<file path="src/rtl/clken_divider_seq.sv">
// clken_divider_seq
//   Single-clock sequencer and clock-enable generator. The PLL lock signal is
//   synchronised, has to stay stable for LOCK_STABLE cycles, and sys_reset is
//   then held for RST_HOLD more cycles before the block enters RUN. In RUN,
//   CHANNELS independent dividers produce one-cycle clk_en strobes. Each
//   channel's divisor and phase can be changed at runtime.
// Ports
//   clock        : PLL output clock, the only clock
//   reset        : synchronous, active-high
//   pll_locked   : raw PLL lock, asynchronous to clock
//   cfg_we       : one-cycle write strobe for channel config
//   cfg_sel      : target channel (values >= CHANNELS are ignored)
//   cfg_div      : new divisor (0 behaves as 1)
//   cfg_phase    : new phase offset (clamped to divisor-1)
//   cfg_pending  : bit n set while a write to channel n waits to be applied
//   sys_reset    : downstream synchronous reset, active-high
//   clk_en       : per-channel one-cycle enable strobes
//   running      : high in RUN
//   lock_lost    : sticky, lock dropped while in RUN (cleared only by reset)
module clken_divider_seq #(
  parameter int CHANNELS    = 4,
  parameter int DIV_WIDTH   = 8,
  parameter int LOCK_STABLE = 1024,
  parameter int RST_HOLD    = 16,
  parameter int DEFAULT_DIV = 2,
  localparam int SEL_W      = (CHANNELS > 1) ? $clog2(CHANNELS) : 1
) (
  input  logic                 clock,
  input  logic                 reset,
  input  logic                 pll_locked,
  input  logic                 cfg_we,
  input  logic [SEL_W-1:0]     cfg_sel,
  input  logic [DIV_WIDTH-1:0] cfg_div,
  input  logic [DIV_WIDTH-1:0] cfg_phase,
  output logic [CHANNELS-1:0]  cfg_pending,
  output logic                 sys_reset,
  output logic [CHANNELS-1:0]  clk_en,
  output logic                 running,
  output logic                 lock_lost
);

  localparam int CNT_MAX = (LOCK_STABLE > RST_HOLD) ? LOCK_STABLE : RST_HOLD;
  localparam int CNT_W   = $clog2(CNT_MAX + 1);

  typedef enum logic [1:0] {
    ST_WAIT_LOCK = 2'd0,
    ST_STABLE    = 2'd1,
    ST_HOLD      = 2'd2,
    ST_RUN       = 2'd3
  } state_t;

  // Divisor 0 is treated as 1.
  function automatic logic [DIV_WIDTH-1:0] eff_div(input logic [DIV_WIDTH-1:0] div);
    return (div == DIV_WIDTH'(0)) ? DIV_WIDTH'(1) : div;
  endfunction

  // Phase is clamped so the first strobe always lands inside the first period.
  function automatic logic [DIV_WIDTH-1:0] eff_phase(input logic [DIV_WIDTH-1:0] phase,
                                                     input logic [DIV_WIDTH-1:0] div);
    logic [DIV_WIDTH-1:0] dm1;
    dm1 = eff_div(div) - DIV_WIDTH'(1);
    return (phase > dm1) ? dm1 : phase;
  endfunction

  logic                 sync1_q, sync2_q;
  logic                 lock_s;
  state_t               state_q, state_d;
  logic [CNT_W-1:0]     cnt_q, cnt_d;
  logic                 sys_reset_q, running_q, lock_lost_q, lock_lost_d;
  logic [CHANNELS-1:0]  pend_q, pend_d, clk_en_q, clk_en_d;
  logic [DIV_WIDTH-1:0] div_q [CHANNELS];
  logic [DIV_WIDTH-1:0] div_d [CHANNELS];
  logic [DIV_WIDTH-1:0] phase_q [CHANNELS];
  logic [DIV_WIDTH-1:0] phase_d [CHANNELS];
  logic [DIV_WIDTH-1:0] sh_div_q [CHANNELS];
  logic [DIV_WIDTH-1:0] sh_div_d [CHANNELS];
  logic [DIV_WIDTH-1:0] sh_phase_q [CHANNELS];
  logic [DIV_WIDTH-1:0] sh_phase_d [CHANNELS];
  logic [DIV_WIDTH-1:0] ctr_q [CHANNELS];
  logic [DIV_WIDTH-1:0] ctr_d [CHANNELS];

  assign lock_s = sync2_q;

  // Two-flop synchroniser for the asynchronous PLL lock.
  always_ff @(posedge clock) begin
    if (reset) begin
      sync1_q <= 1'b0;
      sync2_q <= 1'b0;
    end else begin
      sync1_q <= pll_locked;
      sync2_q <= sync1_q;
    end
  end

  // Lock sequencing FSM next state; cnt_q is shared by STABLE and HOLD.
  always_comb begin
    state_d = state_q;
    cnt_d   = cnt_q;
    case (state_q)
      ST_WAIT_LOCK: begin
        if (lock_s) begin
          state_d = ST_STABLE;
          cnt_d   = CNT_W'(0);
        end else begin
          cnt_d   = CNT_W'(0);
        end
      end
      ST_STABLE: begin
        if (!lock_s) begin
          state_d = ST_WAIT_LOCK;
        end else if (cnt_q == CNT_W'(LOCK_STABLE - 1)) begin
          state_d = ST_HOLD;
          cnt_d   = CNT_W'(0);
        end else begin
          cnt_d   = cnt_q + CNT_W'(1);
        end
      end
      ST_HOLD: begin
        if (!lock_s) begin
          state_d = ST_WAIT_LOCK;
        end else if (cnt_q == CNT_W'(RST_HOLD - 1)) begin
          state_d = ST_RUN;
          cnt_d   = CNT_W'(0);
        end else begin
          cnt_d   = cnt_q + CNT_W'(1);
        end
      end
      ST_RUN: begin
        if (!lock_s) begin
          state_d = ST_WAIT_LOCK;
        end else begin
          state_d = ST_RUN;
        end
      end
      default: begin
        state_d = ST_WAIT_LOCK;
        cnt_d   = CNT_W'(0);
      end
    endcase
  end

  // Per-channel config shadowing, application and divider next state.
  // ctr_q holds the counter value for the current cycle, so clk_en_d is
  // decoded from ctr_d and the strobe output stays a plain register.
  always_comb begin
    lock_lost_d = lock_lost_q | ((state_q == ST_RUN) & ~lock_s);
    pend_d      = pend_q;
    clk_en_d    = '0;
    for (int n = 0; n < CHANNELS; n++) begin
      logic wr;
      logic apply;
      wr    = cfg_we && (cfg_sel == SEL_W'(n));
      // Outside RUN apply at once; in RUN only at the end of a strobe cycle
      // so the running period always completes.
      apply = pend_q[n] && ((state_q != ST_RUN) || (ctr_q[n] == DIV_WIDTH'(0)));

      div_d[n]      = apply ? sh_div_q[n]   : div_q[n];
      phase_d[n]    = apply ? sh_phase_q[n] : phase_q[n];
      sh_div_d[n]   = wr ? cfg_div   : sh_div_q[n];
      sh_phase_d[n] = wr ? cfg_phase : sh_phase_q[n];

      if (wr) begin
        pend_d[n] = 1'b1;
      end else if (apply) begin
        pend_d[n] = 1'b0;
      end else begin
        pend_d[n] = pend_q[n];
      end

      if (state_q == ST_RUN) begin
        if (ctr_q[n] == DIV_WIDTH'(0)) begin
          ctr_d[n] = eff_div(div_d[n]) - DIV_WIDTH'(1);
        end else begin
          ctr_d[n] = ctr_q[n] - DIV_WIDTH'(1);
        end
      end else begin
        // Preload the phase so RUN cycle 0 starts at the effective phase.
        ctr_d[n] = eff_phase(phase_d[n], div_d[n]);
      end

      clk_en_d[n] = (state_d == ST_RUN) && (ctr_d[n] == DIV_WIDTH'(0));
    end
  end

  // State, channel and output registers.
  always_ff @(posedge clock) begin
    if (reset) begin
      state_q     <= ST_WAIT_LOCK;
      cnt_q       <= CNT_W'(0);
      sys_reset_q <= 1'b1;
      running_q   <= 1'b0;
      lock_lost_q <= 1'b0;
      pend_q      <= '0;
      clk_en_q    <= '0;
      for (int n = 0; n < CHANNELS; n++) begin
        div_q[n]      <= DIV_WIDTH'(DEFAULT_DIV);
        phase_q[n]    <= DIV_WIDTH'(0);
        sh_div_q[n]   <= DIV_WIDTH'(DEFAULT_DIV);
        sh_phase_q[n] <= DIV_WIDTH'(0);
        ctr_q[n]      <= DIV_WIDTH'(0);
      end
    end else begin
      state_q     <= state_d;
      cnt_q       <= cnt_d;
      sys_reset_q <= (state_d != ST_RUN);
      running_q   <= (state_d == ST_RUN);
      lock_lost_q <= lock_lost_d;
      pend_q      <= pend_d;
      clk_en_q    <= clk_en_d;
      for (int n = 0; n < CHANNELS; n++) begin
        div_q[n]      <= div_d[n];
        phase_q[n]    <= phase_d[n];
        sh_div_q[n]   <= sh_div_d[n];
        sh_phase_q[n] <= sh_phase_d[n];
        ctr_q[n]      <= ctr_d[n];
      end
    end
  end

  assign cfg_pending = pend_q;
  assign sys_reset   = sys_reset_q;
  assign clk_en      = clk_en_q;
  assign running     = running_q;
  assign lock_lost   = lock_lost_q;

endmodule

</file>
<file path="config.mk">
export PLATFORM = sky130hd
export DESIGN_NAME = clken_divider_seq
export DESIGN_NICKNAME = d
export VERILOG_FILES = /design/src/rtl/clken_divider_seq.sv
export SDC_FILE = /design/constraint.sdc
export NUM_CORES = 1
export LEC_CHECK = 0
export ABC_AREA = 1
export CORE_MARGIN = 10
export CORE_UTILIZATION = 49
export CTS_BUF_LIST = sky130_fd_sc_hd__clkbuf_4
export DETAILED_ROUTE_END_ITERATION = 16
export MAX_ROUTING_LAYER = met4
export PLACE_DENSITY = 0.65
export SLEW_MARGIN = 20
export SYNTH_ARGS = -nofsm -noshare
export SYNTH_HDL_FRONTEND = slang
export SYNTH_SLANG_ARGS = --single-unit
</file>
<file path="constraint.sdc">
create_clock -name clock -period 5.75 [get_ports clock]
set_clock_uncertainty 0.05 [all_clocks]
set_input_delay 0.575 -clock clock [delete_from_list [all_inputs] [get_ports clock]]
set_output_delay 0.575 -clock clock [all_outputs]
set_load 0.05 [all_outputs]
</file>
==> results of run 1 <==
## worst paths after layout
path                                   end  slack [ns]  cells after the start
worst max-delay path             clk_en[2]        0.59                     30
worst min-delay path            state_q[0]        0.35                      2
worst max register to register   clk_en[2]        0.59                     30
worst min register to register      lock_s        0.37                      2
## timing repair
item / in CTS / in global routing
hold buffers: 0 / 0
gates resized for setup: 0 / 2
setup buffers: 0 / 0
endpoints found under the setup margin: 0 / 2
## placed cells by master (no fill, tap or decap), types with 5 or more instances in the layout
cell type,count
xor2_1,5
buf_4,6
a21oi_1,101
nor3_1,5
dfxtp_1,186
nand3_1,107
clkbuf_4,17
xnor2_1,5
o21ai_2,7
o21ai_1,15
inv_2,5
nor2_2,9
nand2_2,28
nand2_1,320
inv_1,226
clkinv_1,5
inv_6,6
a21oi_2,5
nand4_1,19
ha_1,45
o21ai_0,97
nor2_1,225
nor2_4,5
clkdlybuf4s50_1,31
## cell families after synthesis
family / count (synthesis) / synth area share
AO/OA/AOI/OAI: 258 / 0.1454
XOR/XNOR: 10 / 0.008577
adder cells (fa/ha/maj): 46 / 0.05637
buffers and inverters: 288 / 0.1133
flip-flops: 186 / 0.3647
multiplexers: 2 / 0.001961
AND/OR/NAND/NOR: 737 / 0.3096
## report_power, final
| group | total (uW) | switching, uW | internal, uW |
|---|---|---|---|
| combinational | 634 | 417 | 217 |
| clock | 739 | 507 | 231 |
| sequential | 1390 | 35.7 | 1360 |
## state kept, by name, summed over array words and instances, names as in the netlist, 4 cells and up
signal and cells:
sh_phase_q 32, phase_q 32, sh_div_q 32, div_q 32
cfg_pending 4, ctr_q 32, cnt_q 11, clk_en 4
## routing by layer
| layer | up-vias | GRT usage | wire length, um |
|---|---|---|---|
| met4 | 0 | 0.06377 | 489 |
| met1 | 4149 | 0.2669 | 12540 |
| met5 | - | - | 0 |
| li1 | 4839 | - | - |
| met3 | 31 | 0.02353 | 892 |
| met2 | 177 | 0.3142 | 11590 |
## layout make-up
| class | count | share of cell area |
|---|---|---|
| Multi-Input combinational cell | 1053 | 0.4890 |
| Sequential cell | 186 | 0.3406 |
| Inverter | 236 | 0.08115 |
| Timing Repair Buffer | 37 | 0.03251 |
| Tap cell | 270 | 0.03090 |
| Clock inverter | 15 | 0.01396 |
| Clock buffer | 17 | 0.01167 |
| Antenna cell | 1 | 0.0002289 |
## through the flow
stage | area [um2] | hold slack (ns) | std cells | power (uW)
final | 10930 | 0.3479 | 1815 | 2765
after floorplan | 10210 | 0.3383 | 1527 | 1894
after CTS | 10920 | 0.3193 | 1814 | 2783
after detailed placement | 10640 | 0.3556 | 1782 | 2045
after global routing | 10930 | 0.3392 | 1815 | 2939
after global placement | 10640 | 0.3502 | 1782 | 2042
==> impl_metrics.ini, run 1 <==
[cells_and_area]
nets = 1599
nFillCells = 2063
area_growth_pct = 7.058
final_core_util = 0.5368
drive_above_1_share = 0.07772
multi_input_area_mm2 = 0.005345
seqCellArea_mm2 = 0.003724

[synthesis]
yosysSeqAreaShare = 0.3647
synth_area_mm2 = 0.01021
synth-warning-count = 0
synth_cells = 1527
synth_area_per_cell_um2 = 6.687
yosys.area.top_type = dfxtp_1
synth_flop_cell = dfxtp_1
synth_common_cells = 320 x nand2_1, 227 x inv_1, 225 x nor2_1
synth.most_common_cell = nand2_1
synth-edff-count = 0
synth_seq_cells = 186
netlist.area_leader.share = 0.3647
syn_nets = 1595
postSynth.asyncResetShare = 0
synthTopCellsByArea = dfxtp_1 36%, nand2_1 12%, inv_1 8.3%
yosysUniqueCellTypes = 51

[global_route]
antenna_found_initial = 1
grt_pass1_wl_mm = 42.92
grt_usage = 0.2013
grt_overflow = 0
grt_pass1_vias = 8501
grt_max_degree = 75

[timing]
final.setup.tns_ns = 0
rsz0062_at_grt = no
fmax_mhz = 193.7
worst_slack_ns = 0.5871
worst_pin_slew_ns = 0.9208
fin_crit_ns = 5.163
finalMaxSlewViolations = 0
relSlewSlack = 0.3861
setup_viol = 0
finalCritPeriodShare = 0.8979
hold_viol = 0

[pwr]
p_leak_uw = 0.005428
max-vdd-ir-drop_v = 0.0001156
power.density_mw_per_mm2 = 252.9

[detailed_routing]
drtIter0Drc = 575
final_antenna_net_count = 0
vias_per_cell = 5.067
drt_first_pass_iters = 5
vias = 9196
routedWlPerCell_um = 14.06
wl_mm = 25.51
route.detailed.drc = 0

[clock_tree]
cts_root_buffer = clkbuf_4
clock_sinks = 186
cts_inserted_buffers = 17
cts_tree = built
cts_max_path_buffers = 2
clk_latency_ns = 0.61
htreeDepth = 4
clkTransAtPathRegs_ns = 0.17

[floorplan]
core_area_mm2 = 0.02036
start_util = 0.5014
num_io_pins = 33
die_x_um = 164.4
die_area_mm2 = 0.02701
die_y_um = 164.4
num_rows = 52

[placement]
gp_congestion = 0.9216
dpl_worst_slack_ns = 0.5762
hpwl_mm = 18.58
portBuffers = 32

[worst_setup_path]
cp.buffers_inverters = 3
reg2reg_from = state_q[0]
required_ns = 6.26
start_kind = flop
crit_family = simple AND/OR/NAND/NOR gates
worst_setup_path_end_kind = flop
worstSetupPathType = reg -> reg
crit_arrival_ns = 5.67
crit_top_cell = nand2_1
startpoint = state_q[0]
cp_max_fo = 24
critPathSlowestCell = ha_2
critPathMaxStageDelay_ns = 0.59

[worst_hold_path]
hp-start = reset
hp-class = in -> reg

[status]
status = finished clean

[job]
cap_violations = 0
Note: power is estimated with default switching activity, not from simulation.
==> run 2: changes to the inputs <==
--- a/config.mk
+++ b/config.mk
@@ -6,12 +6,13 @@
 export NUM_CORES = 1
 export LEC_CHECK = 0
 export ABC_AREA = 1
+export CORE_ASPECT_RATIO = 1.2
 export CORE_MARGIN = 10
 export CORE_UTILIZATION = 49
 export CTS_BUF_LIST = sky130_fd_sc_hd__clkbuf_4
 export DETAILED_ROUTE_END_ITERATION = 16
 export MAX_ROUTING_LAYER = met4
-export PLACE_DENSITY = 0.65
+export PLACE_DENSITY = 0.68
 export SLEW_MARGIN = 20
 export SYNTH_ARGS = -nofsm -noshare
 export SYNTH_HDL_FRONTEND = slang
==> constraint.sdc (replaced) <==
create_clock -name clock -period 4.1 [get_ports clock]
set_clock_uncertainty 0.05 [all_clocks]
set_input_delay 0.41 -clock clock [delete_from_list [all_inputs] [get_ports clock]]
set_output_delay 0.41 -clock clock [all_outputs]
set_load 0.05 [all_outputs]
==> run 2 against run 1 <==
Against the previous run:
- utilization grew 8.2 points
- via count grew 8.7%
- critical path depth shrank 1
- sequential cell count stayed put
- highest routed layer unchanged
==> impl_metrics.ini, run 2 (synthesis gave the netlist of run 1 again) <==
[global_route]
grt_overflow = 0
antenna_found_initial = 1
grt_pass1_vias = 9061
grt_pass1_wl_mm = 43.06
grt_max_degree = 90
grt_usage = 0.2007

[worst_setup_path]
reg2reg_from = ctr_q[3][7]
r2r_cells = 29
worstSetupPathType = reg -> reg
cp_max_fo = 6
crit_top_cell = nand2_2
required_ns = 4.57
critPathSlowestCell = dfxtp_1
reg2reg_slack_ns = 0.09
start_kind = flop
crit_arrival_ns = 4.49
reg2reg_to = clk_en[3]
worst_setup_path_end_kind = flop
critPathMaxStageDelay_ns = 0.36

[job]
cap_violations = 0

[clock_tree]
holdBufCountCts = 0
cts_tree = built
clock_sinks = 186
clkTransAtPathRegs_ns = 0.16
cts_max_path_buffers = 2
clk_latency_ns = 0.63
cts_root_buffer = clkbuf_4
htreeDepth = 4
cts_inserted_buffers = 17

[cells_and_area]
final_core_util = 0.6189
mostFrequentLayoutCell = nand2_1
area_growth_pct = 23.64
final_cell_mix = 259 x nand2_1, 211 x nor2_1, 206 x inv_1, 174 x dfxtp_1, 108 x buf_4
final_area_mm2 = 0.01262
drive_above_1_share = 0.2323
nFillCells = 1861
nets = 1717

[pwr]
power.density_mw_per_mm2 = 327.1
max-vdd-ir-drop_v = 0.0002038
p_leak_uw = 0.006089
p_total_uw = 4130

[placement]
portBuffers = 32
dpl_cell_area_mm2 = 0.01113
gp_congestion = 0.9523
hpwl_mm = 18.96

[detailed_routing]
vias = 9993
vias_per_cell = 5.183
wl_mm = 27.95
routedWlPerCell_um = 14.50
route.detailed.drc = 0
drtIter0Drc = 889
drt_first_pass_iters = 5
final_antenna_net_count = 0

[floorplan]
num_rows = 57
num_io_pins = 33
die_x_um = 151.8
die_area_mm2 = 0.02704
start_util = 0.5006
die_y_um = 178.1
core_area_mm2 = 0.02040

[timing]
fin_crit_ns = 4.011
final.setup.tns_ns = 0
finalCritPeriodShare = 0.9783
finalMaxSlewViolations = 0
fmax_mhz = 249.3
hold_slack_ns = 0.07084
setup_viol = 0
hold_viol = 0
rsz0062_at_grt = yes
relSlewSlack = 0.3320
worst_pin_slew_ns = 1.002

[worst_hold_path]
min_to = ctr_q[0][7]
hp-class = in -> reg
hold_path_depth = 2
hp-start = reset

[status]
status = finished clean
[run 2: worst max-delay path: cells and delay by family (launching register included)]
kind            cells  cell delay, ns
compound gates      5            0.97
buf+inv             3            0.32
simple gates       19            1.76
flops               1            0.36
fa+ha+maj           2            0.45
[run 2: power breakdown]
group | switching, uW | total, uW | internal (uW)
sequential | 58.1 | 1960 | 1900
combinational | 687 | 1160 | 475
clock | 693 | 1010 | 313
[run 2: worst max-delay path by stage]
stage	from	to	slack [ns]	cells past startpoint
global route	ctr_q[1][0]	clk_en[1]	-0.19	35
global placement	ctr_q[0][0]	clk_en[0]	-0.005	32
finish	ctr_q[3][7]	clk_en[3]	0.09	29
CTS	ctr_q[3][0]	clk_en[3]	-0.05	31
floorplan	ctr_q[3][0]	clk_en[3]	0.17	33
detailed placement	ctr_q[0][0]	clk_en[0]	-0.04	30
[run 2: final cells by class]
type / instances / area (um2) / area share
multi-input cells: 1056 / 6081 / 0.4817
inverters: 236 / 889.6 / 0.07047
diodes: 1 / 2.502 / 0.0001982
clock inverters: 15 / 142.6 / 0.01130
repair buffers: 152 / 1311 / 0.1039
clock buffers: 17 / 127.6 / 0.01011
well taps: 265 / 331.6 / 0.02626
flip-flops and latches: 186 / 3739 / 0.2961
[run 2: layer usage]
layer	wire, um	part of all wire	GRT usage
met1	12100	0.43	0.2415
met2	14000	0.50	0.3381
met3	1258	0.045	0.03447
met4	591	0.021	0.05449
met5	0	0	-
[run 2: what timing repair did]
action / CTS / global route
gates resized for setup: 12 / 204
endpoints found under the setup margin: 4 / 31
pin swaps: 4 / 113
buffers inserted: 3 / 45
cloned: 1 / 4
[run 2: per-stage QoR]
stage,std cells,setup WS (ns)
global placement,1842,-0.004672
floorplan,1527,0.1738
CTS,1878,-0.05000
finish,1928,0.08879
global route,1928,-0.1883
detailed placement,1842,-0.03611
==> run 3: changes to the inputs <==
--- a/config.mk
+++ b/config.mk
@@ -6,11 +6,13 @@
 export NUM_CORES = 1
 export LEC_CHECK = 0
 export ABC_AREA = 1
+export CAP_MARGIN = 5
 export CORE_ASPECT_RATIO = 1.2
 export CORE_MARGIN = 10
 export CORE_UTILIZATION = 49
 export CTS_BUF_LIST = sky130_fd_sc_hd__clkbuf_4
 export DETAILED_ROUTE_END_ITERATION = 16
+export GPL_ROUTABILITY_DRIVEN = 0
 export MAX_ROUTING_LAYER = met4
 export PLACE_DENSITY = 0.68
 export SLEW_MARGIN = 20
==> results of run 3 <==
The final DEF is identical to that of run 2; final timing and power are the same.
